### config.mk
export PLATFORM = sky130hd
export DESIGN_NAME = button_conditioner
export DESIGN_NICKNAME = d
export VERILOG_FILES = /design/src/rtl/button_conditioner.sv
export SDC_FILE = /design/constraint.sdc
export NUM_CORES = 1
export LEC_CHECK = 0
export BUFFER_PORTS_ARGS = -buffer_cell sky130_fd_sc_hd__buf_4
export CORE_UTILIZATION = 45
export CTS_BUF_LIST = sky130_fd_sc_hd__clkbuf_4
export DETAILED_ROUTE_END_ITERATION = 7
export GPL_ROUTABILITY_DRIVEN = 0
export GPL_TIMING_DRIVEN = 1
export MAX_ROUTING_LAYER = met4
export PLACE_DENSITY = 0.63
export SYNTH_ARGS = -nofsm -noshare
export SYNTH_HDL_FRONTEND = slang
export SYNTH_SLANG_ARGS = --single-unit
### constraint.sdc
create_clock -name i_clk -period 2.5 [get_ports i_clk]
set_input_delay 0.5 -clock i_clk [delete_from_list [all_inputs] [get_ports i_clk]]
set_output_delay 0.5 -clock i_clk [all_outputs]
set_load 0.005 [all_outputs]
### src/rtl/button_conditioner.sv
// button_conditioner: synchronise and debounce panel buttons and fast-set switch into mode, fast-set and press pulses.
// Optional long-press auto fast-set enabled by defining LONG_PRESS_FAST_EN.
module button_conditioner #(
  parameter int SYS_CLK_HZ    = 50_000_000,
  parameter int DEBOUNCE_MS   = 20,
  parameter int LONG_PRESS_MS = 1000
) (
  input  logic       i_clk,
  input  logic       i_reset_n,
  input  logic       i_set_hours_n,
  input  logic       i_set_minutes_n,
  input  logic       i_fast_set_raw,
  output logic [1:0] o_mode,
  output logic       o_fast_set,
  output logic [1:0] o_press
);
  localparam int N = SYS_CLK_HZ / 1000 * DEBOUNCE_MS;
  localparam int CW = $clog2(N);
  // bit order {fast_set, hours_n, minutes_n}; released/inactive levels
  localparam logic [2:0] IDLE = 3'b011;
  logic [2:0] raw, meta, s, stable;
  logic [CW-1:0] cnt [3];
  logic hours, minutes, hours_d, minutes_d, long_press;
  logic [1:0] mode_next, press_next;
  assign raw = {i_fast_set_raw, i_set_hours_n, i_set_minutes_n};
  always_ff @(posedge i_clk) begin
    if (!i_reset_n) begin
      meta   <= IDLE;
      s      <= IDLE;
      stable <= IDLE;
      for (int i = 0; i < 3; i++) cnt[i] <= '0;
    end else begin
      meta <= raw;
      s    <= meta;
      for (int i = 0; i < 3; i++) begin
        if (s[i] == stable[i]) cnt[i] <= '0;
        else if (cnt[i] == CW'(N - 1)) begin
          stable[i] <= s[i];
          cnt[i]    <= '0;
        end else cnt[i] <= cnt[i] + CW'(1);
      end
    end
  end
  assign hours   = ~stable[1];
  assign minutes = ~stable[0];
  always_comb begin
    mode_next  = (hours && !minutes) ? 2'b10 : (minutes && !hours) ? 2'b01 : 2'b00;
    press_next = {hours & ~hours_d & ~minutes, minutes & ~minutes_d & ~hours};
  end
`ifdef LONG_PRESS_FAST_EN
  localparam int L = SYS_CLK_HZ / 1000 * LONG_PRESS_MS;
  localparam int HW = $clog2(L) + 1;
  logic [HW-1:0] hold;
  always_ff @(posedge i_clk) begin
    if (!i_reset_n || o_mode == 2'b00) hold <= '0;
    else if (hold != HW'(L)) hold <= hold + HW'(1);
  end
  // look ahead one cycle so the flag drops together with o_mode returning to run
  assign long_press = (o_mode != 2'b00) && (mode_next != 2'b00) && (hold >= HW'(L - 1));
`else
  assign long_press = 1'b0;
`endif
  always_ff @(posedge i_clk) begin
    if (!i_reset_n) begin
      hours_d    <= 1'b0;
      minutes_d  <= 1'b0;
      o_mode     <= 2'b00;
      o_press    <= 2'b00;
      o_fast_set <= 1'b0;
    end else begin
      hours_d    <= hours;
      minutes_d  <= minutes;
      o_mode     <= mode_next;
      o_press    <= press_next;
      o_fast_set <= stable[2] | long_press;
    end
  end
endmodule

==> summary.md <==
| Metric | Value |
|---|---|
| Root Buffer Master | clkbuf_4 |
| CTS buffer count | 9 |
| Average via count per standard cell | a little under 5 |
| Routed wire length | 6.342 mm |
| Sequential-to-total area share from yosys stat | between 50 and 60% |
| All-Layer GR Usage | 16.76% |
| Worst R2R Start | cnt[0][8] |
| Post-cts repair resize count | 0 |
| Dpl cells | 520 |
| DR vias | 2,644 |
| Post-synth cell types | 39 |
| Largest net degree at the start of global routing | 21 |
| Buf/Inv on CP | 0 |
| GRT met3 Usage | between 3 and 4% |
| Share of cells above drive strength 1 | slightly above 8% |
| CP Class | flop to flop |
| DRC viols | 0 |
| Max stage delay on crit path | around 0.61 ns |
| DIE WIDTH | 94.11 microns |
| DP HPWL | 4.559 mm |
| Grt met1 use | about 22% |
| Leak pwr | about 1.5 nW |
| Starting Density | a little under half |
| Fmax | 503.0 MHz |
| Worst Path Arrival | around 2.3 ns |
| Number of core rows | 33 |
| GRT overflow | 0 |
| Later-pin clock latency in the skew report | 0.41 ns |
| Crit path from | cnt[0][8] |
| Clock Sinks | 76 |
| Max Slew Vio Count | 0 |
| Final setup TNS | 0 ns |
| Post-synthesis cell count | around 350 |
| Vias in the first global route | between 2,000 and 2,500 |
| Crit path cell chain | and4_1, nand4_1, or4_1, a21oi_1 |
| Mapped Area | 3817 sq um |
| Die height | between 90 and 100 microns |
| First-pass DRT Iterations | 4 |
| Antenna violations before repair | 0 |
| Worst EP required | between 2 and 3 ns |
| Hold_buf cts | 0 |
| Max Cap Viol | 0 |
| Worst hold start | i_set_hours_n |
| CP max-delay cell | or4_1 |
| DR WL/cell | 11.83 microns |
| Type of element launching the critical path | flop |
| Most crowded layer after global routing | met2 |
| Post-Layout Cell Count | 536 |
| I/O Buffers | 9 |
| Die ar. | between 8000 and 9000 sq um |
| Antenna-violating nets left | 0 |
| Met2 usage | about 25% |
| Mean post-synth cell area | 10.81 sq um |
| Number of DRC markers after the initial detailed-route iteration | about 110 |
| #FFs+latches synth | 76 |
| Worst min path class | input port to flop |
| Clock transition at path regs | around 0.12 ns |
| Top_reg_cell synth | edfxtp_1 |
| Postcts setup bufs | 0 |
| H-tree depth | 3 |
| Status | completed |
| CTS tree | yes |
| Maximum vdd drop | approximately 0.22 mV |
| Clock buffer depth | 2 |
| Core area | 8217 sq um |
| EDFF count, synth | 60 |
| CP max FO | 12 |
| Post-layout minimum cycle time | around 2 ns |
| Critical Path Sink Type | flop |
| Final setup skew | roughly 0.017 ns |
| RSZ-0062 raised after global routing | false |
| Final setup vio count | 0 |
| Commonest cells after routing, fill and taps aside | edfxtp_1 (60), conb_1 (60), nor2_1 (46), xor2_1 (21), nand2_1 (19) |
| Io pins | 10 |
| First-pass GRT wire length | around 11 mm |
| Synth warn | 0 |
| Layout area overhead | 13.41% |
| Ant. Diodes | 0 |
| Total Nets Final | about 430 |
| Pwr per Cell Area | 503.5 nW/um^2 |
| Final hold vios | 0 |
| Period utilization | 79.52% |
| Family with the most delay on the worst path | simple AND/OR/NAND/NOR gates |
| Post-synth ARST share | 0% |
==> layout make-up <==
class,count,area (sq um)
clock buffers,10,75.07
clock inverters,6,31.28
fillers,780,3887
inverters,12,45.04
multi-input cells,314,1827
flip-flops and latches,76,2122
well taps,105,131.4
repair buffers,13,97.59
==> Yosys cell counts, types with 3 or more instances <==
library cell | instances | area, sq um
buf_2 | 6 | 30.03
o21ai_0 | 11 | 55.05
o31ai_1 | 9 | 67.56
and4_1 | 4 | 35.03
edfxtp_1 | 60 | 1802
nor3_1 | 5 | 25.02
ha_1 | 3 | 37.54
a21oi_1 | 18 | 90.09
xnor2_1 | 18 | 157.7
nand4b_1 | 3 | 26.28
nand4_1 | 15 | 93.84
or4_1 | 9 | 67.56
inv_1 | 12 | 45.04
and3_1 | 3 | 18.77
nand3_1 | 15 | 75.07
xor2_1 | 21 | 183.9
nor4_1 | 5 | 31.28
dfxtp_1 | 16 | 320.3
nor4b_1 | 7 | 61.31
nor2_1 | 46 | 172.7
nor2b_1 | 3 | 18.77
or3_1 | 10 | 62.56
and2_1 | 9 | 56.30
clkbuf_1 | 4 | 15.01
nand2_1 | 19 | 71.32
nand2b_1 | 4 | 25.02
==> report_power, final <==
group	leakage, nW	switching [mW]	internal [mW]
clock network	0.0650	0.419	0.206
registers	0.749	0.0485	1.41
logic	0.674	0.0577	0.0407
total	1.49	0.525	1.65
==> metal layers <==
layer / part of all wire, % / wire length [microns]
met1: 51 / 3264
met5: 0 / 0
met4: 1.6 / 104
met2: 44 / 2775
met3: 3.1 / 197
==> cells by family (layout without fill, tap and decap cells) <==
group / Yosys count / after routing / share of synthesized area [%]
buffers and inverters: 22 / 41 / 2.360
AOI/OAI and AO/OA: 45 / 45 / 7.112
DFF: 76 / 76 / 55.59
xor gates and xnor gates: 39 / 39 / 8.948
and+or+nand+nor: 167 / 167 / 24.91
other: 1 / 60 / 0.09823
adders and majority gates: 3 / 3 / 0.9834
==> worst reg2reg max path, stage by stage, from the launching register on <==
cell	delay (ns)
edfxtp_1	0.46
and4_1	0.27
nand4_1	0.34
or4_1	0.61
a21oi_1	0.17
==> state kept, by name, indices dropped and copies added (netlist names) <==
signal	cells
minutes_d	1
o_press	2
o_fast_set	1
cnt	60
o_mode	2
stable	3
hours_d	1
s	3
meta	3
==> path summary, 6_finish.rpt <==
check	endpoint	slack, ns	cells after the start
max	cnt[0][19]	0.51	4
min	meta[1]	0.27	2
max reg2reg	cnt[0][19]	0.51	4
min reg2reg	o_press[0]	0.39	1
==> through the flow <==
step	area, sq um	power [mW]	hold WS, ns	worst slack, ns	util (%)
2_1_floorplan	4039	1.549	0.3674	0.6715	-
3_3_place_gp	4223	1.578	0.3689	0.6117	51.39
3_5_place_dp	4223	1.581	0.3723	0.5331	51.39
4_1_cts	4329	2.210	0.2474	0.5021	52.69
5_1_grt	4329	2.281	0.2604	0.3595	52.69
6_report	4329	2.180	0.2677	0.5120	52.69
No activity file was read; power rests on OpenSTA's default activity.
